--- src/rtl/uart_rx_pkg.sv ---
// Shared types and constants for the UART receiver.
// Frame states and parity encodings used by the top and the sampler.
package uart_rx_pkg;

    localparam int DATA_WIDTH = 8;

    localparam logic PAR_EVEN = 1'b0;
    localparam logic PAR_ODD  = 1'b1;

    typedef enum logic [2:0] {
        IDLE,
        START,
        DATA,
        PARITY,
        STOP
    } state_t;

endpackage

--- src/rtl/uart_rx_sampler.sv ---
// Per-bit edge counter plus 3-sample majority vote around mid-bit.
// The start-detect edge is edge 0 of the start bit.
module uart_rx_sampler
    import uart_rx_pkg::*;
(
    input  logic       clk,
    input  logic       rst,
    input  logic       en,
    input  logic [5:0] prescale,
    input  logic       rx_in,
    output logic       sampled_bit,
    output logic       bit_done
);

    logic [5:0] edge_cnt;
    logic [5:0] half;
    logic [2:0] smp;

    assign half     = {1'b0, prescale[5:1]};
    assign bit_done = en && (edge_cnt == prescale - 6'd1);

    always_ff @(posedge clk) begin
        if (rst) begin
            edge_cnt <= 6'd0;
        end else if (!en || bit_done) begin
            edge_cnt <= 6'd0;
        end else begin
            edge_cnt <= edge_cnt + 6'd1;
        end
    end

    always_ff @(posedge clk) begin
        if (rst) begin
            smp         <= 3'b000;
            sampled_bit <= 1'b0;
        end else begin
            if (edge_cnt == half - 6'd1) smp[0] <= rx_in;
            if (edge_cnt == half)        smp[1] <= rx_in;
            if (edge_cnt == half + 6'd1) smp[2] <= rx_in;
            if (edge_cnt == half + 6'd2) begin
                sampled_bit <= (smp[0] & smp[1]) |
                               (smp[0] & smp[2]) |
                               (smp[1] & smp[2]);
            end
        end
    end

endmodule

--- src/rtl/uart_rx_top.sv ---
// UART receiver: frame FSM, data shift register, parity/stop checks.
// Config inputs are latched at start detection for the whole frame.
module uart_rx_top
    import uart_rx_pkg::*;
(
    input  logic                  clk,
    input  logic                  rst,
    input  logic                  PAR_TYP,
    input  logic                  PAR_EN,
    input  logic [5:0]            Prescale,
    input  logic                  RX_IN,
    output logic [DATA_WIDTH-1:0] P_DATA,
    output logic                  data_valid
);

    state_t                state, nxt;
    logic [3:0]            bit_cnt;
    logic [2:0]            idx;
    logic [DATA_WIDTH-1:0] shift_reg;
    logic                  par_en_q, par_typ_q, par_err;
    logic [5:0]            presc_q;
    logic                  start_det, en;
    logic                  sampled_bit, bit_done;
    logic                  shift_en, par_chk, frame_ok;

    assign start_det = (state == IDLE) && !RX_IN;
    assign en        = (state != IDLE) || start_det;
    // bit_cnt 0 is the start bit, so data bit n sits at bit_cnt n+1
    assign idx       = 3'(bit_cnt - 4'd1);

    uart_rx_sampler u_sampler (
        .clk        (clk),
        .rst        (rst),
        .en         (en),
        .prescale   (presc_q),
        .rx_in      (RX_IN),
        .sampled_bit(sampled_bit),
        .bit_done   (bit_done)
    );

    always_ff @(posedge clk) begin
        if (rst) state <= IDLE;
        else     state <= nxt;
    end

    always_comb begin
        nxt = state;
        unique case (state)
            IDLE:    if (!RX_IN) nxt = START;
            START:   if (bit_done) nxt = sampled_bit ? IDLE : DATA;
            DATA:    if (bit_done && bit_cnt == 4'd8)
                         nxt = par_en_q ? PARITY : STOP;
            PARITY:  if (bit_done) nxt = STOP;
            STOP:    if (bit_done) nxt = IDLE;
            default: nxt = IDLE;
        endcase
    end

    always_comb begin
        shift_en = (state == DATA) && bit_done;
        par_chk  = (state == PARITY) && bit_done;
        frame_ok = (state == STOP) && bit_done && sampled_bit && !par_err;
    end

    always_ff @(posedge clk) begin
        if (rst) begin
            bit_cnt    <= 4'd0;
            shift_reg  <= '0;
            par_en_q   <= 1'b0;
            par_typ_q  <= PAR_EVEN;
            presc_q    <= 6'd0;
            par_err    <= 1'b0;
            P_DATA     <= '0;
            data_valid <= 1'b0;
        end else begin
            if (start_det) begin
                par_en_q   <= PAR_EN;
                par_typ_q  <= PAR_TYP;
                presc_q    <= Prescale;
                bit_cnt    <= 4'd0;
                par_err    <= 1'b0;
                data_valid <= 1'b0;
            end else if (bit_done) begin
                bit_cnt <= bit_cnt + 4'd1;
            end
            if (shift_en) shift_reg[idx] <= sampled_bit;
            if (par_chk) begin
                par_err <= sampled_bit !=
                           ((par_typ_q == PAR_ODD) ? ~^shift_reg : ^shift_reg);
            end
            if (frame_ok) begin
                P_DATA     <= shift_reg;
                data_valid <= 1'b1;
            end
        end
    end

endmodule

--- config.mk ---
export PLATFORM = sky130hd
export DESIGN_NAME = uart_rx_top
export DESIGN_NICKNAME = d
export VERILOG_FILES = /design/src/rtl/uart_rx_pkg.sv /design/src/rtl/uart_rx_sampler.sv /design/src/rtl/uart_rx_top.sv
export SDC_FILE = /design/constraint.sdc
export NUM_CORES = 1
export LEC_CHECK = 0
export ABC_AREA = 1
export CAP_MARGIN = 20
export CELL_PAD_IN_SITES_DETAIL_PLACEMENT = 2
export CELL_PAD_IN_SITES_GLOBAL_PLACEMENT = 2
export CORE_ASPECT_RATIO = 1.25
export CORE_UTILIZATION = 35
export DETAILED_ROUTE_END_ITERATION = 10
export GPL_TIMING_DRIVEN = 1
export PLACE_DENSITY = 0.85
export SLEW_MARGIN = 20
export SYNTH_ARGS = -nofsm -noshare
export SYNTH_HDL_FRONTEND = slang
export SYNTH_SLANG_ARGS = --single-unit
--- constraint.sdc ---
create_clock -name clk -period 4.2 [get_ports clk]
set_input_delay 0.63 -clock clk [delete_from_list [all_inputs] [get_ports clk]]
set_output_delay 0.63 -clock clk [all_outputs]
set_load 0.005 [all_outputs]
# After elaboration in Yosys (flattened, before gate mapping)
# Cells that the tools add are included.
# word_totals
inputBits	11
word_cells	82
reg_bits	43
# classes
n_eq_ne	16
bitwise	5
n_reduce_logical	23
n_addsub	7
muxes	15
n_lt_le_gt_ge	2
# ops
op	n
6-bit == test	4
3-bit two-way mux	6
3-bit case mux with 5 select lines	1
2-bit inequality test, second input constant	5
1-bit logical AND	9
8-bit bitwise mux	1
8-bit XNOR reduction	1
8-bit parity	1
5-bit by 1-bit adder with 6-bit output, second input constant	1
5-bit by 2-bit adder with 6-bit output, second input constant	1
6-bit by 1-bit adder with 6-bit output, second input constant	1
3-bit by 2-bit == test with 1-bit output, second input constant	2
6-bit by 5-bit == test with 1-bit output	1
5-bit by 1-bit subtractor with 6-bit output, second input constant	1
6-bit by 1-bit subtractor with 6-bit output, second input constant	1
1-bit two-way mux	5
5-bit AND reduction	1
4-bit by 1-bit adder with 4-bit output, second input constant	1
4-bit == test, second input constant	1
3-bit by 4-bit less-than comparator with 1-bit output, second input constant	1
2-bit nonzero test	2
2-bit OR reduction	2
1-bit bitwise AND	3
1-bit demux with 3-bit select	1
other kinds (11)	15

# Longest topological paths before layout
# Gate-level depths: netlist of run 1.
# logic_depth
depth_word	8
depth_mapped	16
mapped_depth_nobuf	15

# Modules after synthesis
# A second synthesis of run 1 with hierarchy kept.
# hier_totals
hier_cells	414
area_unflattened_um2	2702.6
# by_module_without_submodules
mod	instances	area_each_um2	cells_per_inst
uart_rx_top	1	1576.5	219
uart_rx_sampler	1	1126.1	195

# Worst setup path after synthesis of run 1
# Ideal clock, no wire load.
# synth_timing
path_kind	reg2reg
startpoint	register presc_q[1]
endpoint	register state[2]
arrival_ns	1.756
setup_slack_ns	2.332
path_buffers	1
setup_time_ns	0.113
stages_incl_launch_ff	13
cell_sequence	dfxtp_1 -> inv_1 -> ha_1 -> or2_2 -> nand4_1 -> nor2_4 -> nand3_4 -> buf_6 -> nand2_4 -> nand2_1 -> nand2_1 -> nor2_1 -> nor2_1
# synth_via
elab_chain_len	6
# synth_rtl
item	line	rtl
from (decl)	uart_rx_top.sv:21	logic [5:0] presc_q;
from (signal assigned)	uart_rx_top.sv:79	presc_q <= Prescale;
6-bit by 1-bit subtractor with 6-bit output *	uart_rx_sampler.sv:20	assign bit_done = en && (edge_cnt == prescale - 6'd1);
6-bit == test *	uart_rx_sampler.sv:20	
1-bit logical AND *	uart_rx_sampler.sv:20	
1-bit logical AND	uart_rx_top.sv:51	DATA: if (bit_done && bit_cnt == 4'd8)
2-bit inequality test (no line)	n/a	
5-bit AND reduction (no line) *	n/a	
to (signal assigned)	uart_rx_top.sv:43	else state <= nxt;
to (decl)	uart_rx_top.sv:16	state_t state, nxt;
# Every way passes the cells marked *; elsewhere a longest branch is shown, timed or not.
# A chain may end at the register's enable or synchronous reset.

# Final worst setup path of run 1
# layout_timing
startpoint	register presc_q[1]
endpoint	register shift_reg[2]
# layout_via
elab_chain_len	4
# layout_rtl
item	line	rtl
6-bit by 1-bit subtractor with 6-bit output	uart_rx_sampler.sv:20	
6-bit == test	uart_rx_sampler.sv:20	
1-bit logical AND	uart_rx_sampler.sv:20	
1-bit logical AND	uart_rx_top.sv:60	shift_en = (state == DATA) && bit_done;
to (signal, indexed assignment)	uart_rx_top.sv:86	if (shift_en) shift_reg[idx] <= sampled_bit;
to (decl)	uart_rx_top.sv:19	logic [DATA_WIDTH-1:0] shift_reg;
# Every way passes these cells.

==> metrics.md, run 1 <==
| Metric | Value |
|---|---|
| Largest net degree at the start of global routing | `19` |
| Non-filler cells in the finished layout | `501` |
| Syn Inst Count | `391` |
| Gr usage total | `22.7%` |
| Setup crit end kind | `register` |
| 1st-iter DRT viols | `47` |
| WL/cell | `16.5 µm` |
| Pwr Density | `520 mW/mm²` |
| Startpoint Class | `register` |
| Num ports | `20` |
| Area leader, netlist | `dfxtp_1` |
| Critical path cell sequence | `inv_1, ha_1, inv_1, nand2_1, nand2_1, nand2_1, nand3_1, nand2_1, nor2_2, nand3_4, nor2_4, nand3_1, a21oi_1` |
| Final setup fails | `0` |
| Least-Margin Pin Slew | `0.610 ns` |
| Highest net fanout along the worst path | `13` |
| Post-CTS Setup Bufs | `0` |
| Routed wire length | `8260 µm` |
| CTS Buf Count | `5` |
| H-Tree Depth | `2` |
| DRC viols | `0` |
| Leakage | `1.29 nW` |
| Die height | `99.1 µm` |
| Synth-to-layout area growth | `13.9%` |
| DR pass1 iterations | `4` |
| Via-to-Cell Ratio | `5.15` |
| Slowest cell on crit path | `dfxtp_1` |
| FF-to-FF setup slack | `1.67 ns` |
| Crit path time final | `2.53 ns` |
| Number of fillers in the final layout | `936` |
| Clock sink total | `43` |
| Yosys cell types | `27` |
| Port bufs | `19` |
| GP Congestion | `0.813` |
| Synth area leaders | `dfxtp_1 33%, nand2_1 13%, nor2_1 7.1%` |
| Worst r2r src | `presc_q[1]$_SDFFE_PP0P_` |
| Sequential cell area fraction in the yosys report | `32.6%` |
| Die W | `79.7 µm` |
| Cell Rows | `35` |
| Period utilization | `60.1%` |
| Status | `complete, no violations` |
| Worst Path Arrival | `2.75 ns` |
| Syn_nets | `413` |
| Final ANT Viol Nets | `0` |
| Clk slew on worst S/H paths | `0.09 ns` |
| Setup ws final | `1.67 ns` |
| Initial antenna violation count | `0` |
| First-pass GRT wire length | `13700 µm` |
| Fin. max-slew vios | `0` |
| GR Overflow Total | `0` |
| Clock skew | `0.00567 ns` |
| Setup tns final | `0 ns` |
| Worst IR Drop VDD | `0.184 mV` |
| Netlist Area Pre-Place | `0.00264 mm²` |
| Clk_lat worst skew | `0.31 ns` |
| Unrepaired setup endpoints after global routing | `false` |
| R2r worst-path depth | `13` |
| Crit path launch | `presc_q[1]$_SDFFE_PP0P_` |
| Worst R2R End | `shift_reg[2]$_SDFFE_PP0P_` |
| Cts repair resizes | `0` |
| Clock root buffer | `clkbuf_8` |
| CTS tree | `yes` |
| Synth Register Bits | `43` |
| Final HPWL DP | `6400 µm` |
| Setup CP Type | `reg2reg` |
| Share of layout cells above drive strength 1 | `7.09%` |
| Initial Utilization | `35.9%` |
| # hold bufs at CTS | `0` |
| Synth warn | `0` |
| Number of nets in the layout | `430` |
| Max Freq | `0.396 GHz` |
| Max stage delay on crit path | `0.44 ns` |
| Max cap viols | `0` |
| Cells after DPL | `493` |
| CP required | `4.43 ns` |
| Max_slew headroom | `59.3%` |
| Routed via count | `2582` |
| Core area | `0.00736 mm²` |
| Setup crit end | `shift_reg[2]$_SDFFE_PP0P_` |
| Clock buffer depth | `2` |
| Die ar. | `0.00790 mm²` |
| Antenna Cells | `0` |
| Endpoints failing hold | `0` |
| Vias in the first global route | `2875` |
| Synth top area share | `32.6%` |
| Synthesized area per cell | `6.75 µm²` |
| CP dominant cell by count | `nand2_1` |
| Setup WS pre-CTS | `1.58 ns` |
| Min-delay worst type | `reg2reg` |
==> stage by stage <==
stage	total power, mW	instance area [µm²]	util, %	hold WS, ns
2_1_floorplan	1.03	2640	-	0.425
3_3_place_gp	1.17	2890	39.3	0.435
3_5_place_dp	1.23	2890	39.3	0.457
4_1_cts	1.58	3010	40.9	0.472
5_1_grt	1.68	3010	40.9	0.519
6_report	1.56	3010	40.9	0.476
==> layer usage <==
metal | up-vias | GRT usage [%] | routed length [µm]
met5 | - | 0 | 0
met4 | 0 | 7.69 | 155
met3 | 10 | 2.75 | 115
met2 | 24 | 45.4 | 4770
met1 | 1291 | 23.5 | 3220
li1 | 1257 | - | -
==> cells in the mapped netlist <==
master	instances
a21oi_1	23
inv_2	6
nand2_1	91
or2_2	6
nand3_1	32
xor2_1	20
o21ai_0	16
nand3_4	1
inv_1	44
nor3b_1	1
ha_1	11
nor3_1	10
nor2_1	50
buf_6	2
nand4_1	5
clkbuf_1	4
nor2_2	2
dfxtp_1	43
maj3_1	1
nand2_4	2
nor2_4	3
a211oi_1	1
xnor2_1	10
buf_4	2
clkinv_1	1
buf_2	2
o21ai_1	2
==> area by class of cell <==
cell class | instances | area, µm² | area share [%]
Inverter | 51 | 191 | 6.36
Tap cell | 92 | 115 | 3.83
Multi-Input combinational cell | 287 | 1530 | 50.7
Timing Repair Buffer | 20 | 198 | 6.57
Clock inverter | 2 | 35.0 | 1.16
Clock buffer | 6 | 82.6 | 2.75
Sequential cell | 43 | 861 | 28.6
==> kinds of logic (layout without fill, tap and decap cells) <==
family | after synthesis | in the layout | synth area share, %
xor+xnor | 30 | 30 | 9.95
compound gates | 42 | 42 | 8.06
fa+ha+maj | 12 | 12 | 5.59
simple gates | 203 | 203 | 34.2
flops | 43 | 43 | 32.6
buf+inv | 61 | 79 | 9.62
==> power by group <==
group | internal (mW) | switching [mW] | leakage (nW)
Combinational | 0.228 | 0.445 | 0.876
Sequential | 0.463 | 0.0818 | 0.349
Clock | 0.193 | 0.153 | 0.0612
Total | 0.883 | 0.680 | 1.29
==> critical path, delay by kind of cell (launching register included) <==
kind	cells	cell delay (ns)
AND/OR/NAND/NOR	9	1.31
flip-flops	1	0.44
buffers and inverters	2	0.25
adder cells (fa/ha/maj)	1	0.23
AO/OA/AOI/OAI	1	0.21
==> cells in the final DEF, fill, tap and decap left out, types with 2 or more instances in the layout <==
master / n
a21oi_1: 23
clkbuf_8: 6
clkdlybuf4s50_1: 19
dfxtp_1: 43
ha_1: 11
inv_1: 44
inv_2: 6
nand2_1: 91
nand2_4: 2
nand3_1: 32
nand4_1: 5
nor2_1: 50
nor2_2: 2
nor2_4: 3
nor3_1: 10
o21ai_0: 16
o21ai_1: 2
or2_2: 6
xnor2_1: 10
xor2_1: 20
==> worst min-delay path by stage <==
stage,start,to,cells past startpoint
2_1_floorplan,u_sampler.smp[1]$_SDFFE_PP0N_,u_sampler.smp[1]$_SDFFE_PP0N_,2
3_3_place_gp,u_sampler.smp[1]$_SDFFE_PP0N_,u_sampler.smp[1]$_SDFFE_PP0N_,2
3_5_place_dp,u_sampler.smp[1]$_SDFFE_PP0N_,u_sampler.smp[1]$_SDFFE_PP0N_,2
4_1_cts,u_sampler.smp[1]$_SDFFE_PP0N_,u_sampler.smp[1]$_SDFFE_PP0N_,2
5_1_grt,u_sampler.smp[0]$_SDFFE_PP0N_,u_sampler.smp[0]$_SDFFE_PP0N_,2
6_report,u_sampler.smp[1]$_SDFFE_PP0N_,u_sampler.smp[1]$_SDFFE_PP0N_,2
Note: power is estimated with default switching activity, not from simulation.
==> run 2, diff against run 1 <==
--- a/config.mk
+++ b/config.mk
@@ -10,10 +10,10 @@
 export CELL_PAD_IN_SITES_DETAIL_PLACEMENT = 2
 export CELL_PAD_IN_SITES_GLOBAL_PLACEMENT = 2
 export CORE_ASPECT_RATIO = 1.25
-export CORE_UTILIZATION = 35
+export CORE_UTILIZATION = 33
 export DETAILED_ROUTE_END_ITERATION = 10
 export GPL_TIMING_DRIVEN = 1
-export PLACE_DENSITY = 0.85
+export PLACE_DENSITY = 0.81
 export SLEW_MARGIN = 20
 export SYNTH_ARGS = -nofsm -noshare
 export SYNTH_HDL_FRONTEND = slang
==> constraint.sdc (replaced) <==
create_clock -name clk -period 2.6 [get_ports clk]
set_input_delay 0.39 -clock clk [delete_from_list [all_inputs] [get_ports clk]]
set_output_delay 0.39 -clock clk [all_outputs]
set_load 0.005 [all_outputs]
==> run 2 against run 1 <==
Utilization down 1.9 points. Sequential power up 62%. Largest cell class unchanged. Global-route usage down 2.3 points.
==> metrics.md, run 2 (synthesis results as in run 1) <==
| Metric | Value |
|---|---|
| Highest net fanout along the worst path | `17` |
| Worst Path Arrival | `2.56 ns` |
| WL/cell | `15.9 µm` |
| Clock skew | `0.00988 ns` |
| DR pass1 iterations | `6` |
| Die height | `102 µm` |
| Max Freq | `0.425 GHz` |
| Die ar. | `0.00836 mm²` |
| Clock sink total | `43` |
| Clock buffer depth | `2` |
| Number of fillers in the final layout | `968` |
| Number of nets in the layout | `434` |
| Startpoint Class | `register` |
| Routed wire length | `8060 µm` |
| Clk_lat worst skew | `0.30 ns` |
| Via-to-Cell Ratio | `5.01` |
| CTS tree | `yes` |
| Status | `complete, no violations` |
| Final Core Density | `39.0%` |
| H-Tree Depth | `2` |
| Port bufs | `19` |
| Max_slew headroom | `68.9%` |
| Gr usage total | `20.4%` |
| Min-delay worst type | `reg2reg` |
| Largest net degree at the start of global routing | `18` |
| GR Overflow Total | `0` |
| CP required | `2.80 ns` |
| Share of layout cells above drive strength 1 | `8.23%` |
| Least-Margin Pin Slew | `0.466 ns` |
| Fin. max-slew vios | `0` |
| Core area | `0.00779 mm²` |
| Initial antenna violation count | `0` |
| Most frequent cells in the layout | `91 x nand2_1, 50 x nor2_1, 44 x inv_1` |
| GP Congestion | `0.788` |
| Worst IR Drop VDD | `0.368 mV` |
| Setup tns final | `0 ns` |
| CTS Buf Count | `5` |
| Initial Utilization | `33.9%` |
| Setup CP Type | `reg2reg` |
| Crit path launch | `presc_q[1]$_SDFFE_PP0P_` |
| Worst r2r src | `presc_q[1]$_SDFFE_PP0P_` |
| Clk slew on worst S/H paths | `0.10 ns` |
| Num ports | `20` |
| Routed via count | `2546` |
| Cell Rows | `36` |
| Final HPWL DP | `6350 µm` |
| Final ANT Viol Nets | `0` |
| Max cap viols | `0` |
| Die W | `82 µm` |
| Endpoints failing hold | `0` |
| Setup crit end kind | `register` |
| Synth-to-layout area growth | `15.0%` |
| Vias in the first global route | `2730` |
| Antenna Cells | `0` |
| # hold bufs at CTS | `0` |
| DRC viols | `0` |
| Post-CTS Setup Bufs | `0` |
| Worst hold start | `u_sampler.smp[1]$_SDFFE_PP0N_` |
| Crit path time final | `2.35 ns` |
| Leakage | `1.30 nW` |
| Commonest non-fill, non-tap cell in the layout | `nand2_1` |
| 1st-iter DRT viols | `58` |
| Pwr Density | `833 mW/mm²` |
| Clock root buffer | `clkbuf_8` |
| Cts repair resizes | `0` |
| First-pass GRT wire length | `12900 µm` |
| Final setup fails | `0` |
| Unrepaired setup endpoints after global routing | `false` |
| Period utilization | `90.5%` |
[run 2: changes by cell type in the layout (fill, tap and decap cells not counted), sizes merged]
| cell | before | now |
|---|---|---|
| clkinv | 2 | 3 |
| clkbuf | 6 | 5 |
| buf | 1 | 4 |
| nor2 | 55 | 56 |
[run 2: power by group]
group,switching [mW],total [mW],internal (mW)
sequential,0.133,0.882,0.749
clock,0.261,0.547,0.287
combinational,0.722,1.10,0.379
[run 2: stage by stage]
stage	worst slack, ns	hold WS, ns	total power, mW	cells	instance area [µm²]
2_1_floorplan	0.732	0.425	1.66	391	2640
3_3_place_gp	0.311	0.442	1.93	499	2920
3_5_place_dp	0.156	0.451	1.99	499	2920
4_1_cts	0.120	0.465	2.56	507	3030
5_1_grt	0.0714	0.481	2.71	508	3040
6_report	0.246	0.464	2.53	508	3040
[run 2: worst paths after layout]
path / cells after the start / slack (ns) / to
max: 14 / 0.25 / P_DATA[4]$_SDFFE_PP0P_
min: 2 / 0.46 / u_sampler.smp[1]$_SDFFE_PP0N_
max reg2reg: 14 / 0.25 / P_DATA[4]$_SDFFE_PP0P_
min reg2reg: 2 / 0.46 / u_sampler.smp[1]$_SDFFE_PP0N_
[run 2: cell type report]
type | instances | area, µm² | area share, %
sequential | 43 | 862 | 28.4
clock inverter | 3 | 43.8 | 1.44
multi-input combinational | 288 | 1530 | 50.4
clock buffer | 5 | 68.8 | 2.27
inverter | 51 | 191 | 6.30
tap | 95 | 119 | 3.91
timing repair buffer | 23 | 220 | 7.25
[run 2: routing by layer]
metal | wire length [µm] | global-route usage [%]
met5 | 0 | 0
met2 | 4580 | 41.6
met3 | 144 | 2.32
met4 | 193 | 7.96
met1 | 3140 | 20.1
[run 2: worst max-delay path, stage by stage (launching register included)]
cell	delay [ns]
dfxtp_2	0.40
inv_1	0.16
ha_1	0.23
inv_1	0.09
nand2_1	0.11
nand2_1	0.10
nand2_1	0.06
nand3_1	0.09
nand2_1	0.07
nor2_2	0.18
nand3_4	0.24
inv_2	0.15
nand2_4	0.13
nor2_1	0.16
nor2_1	0.06
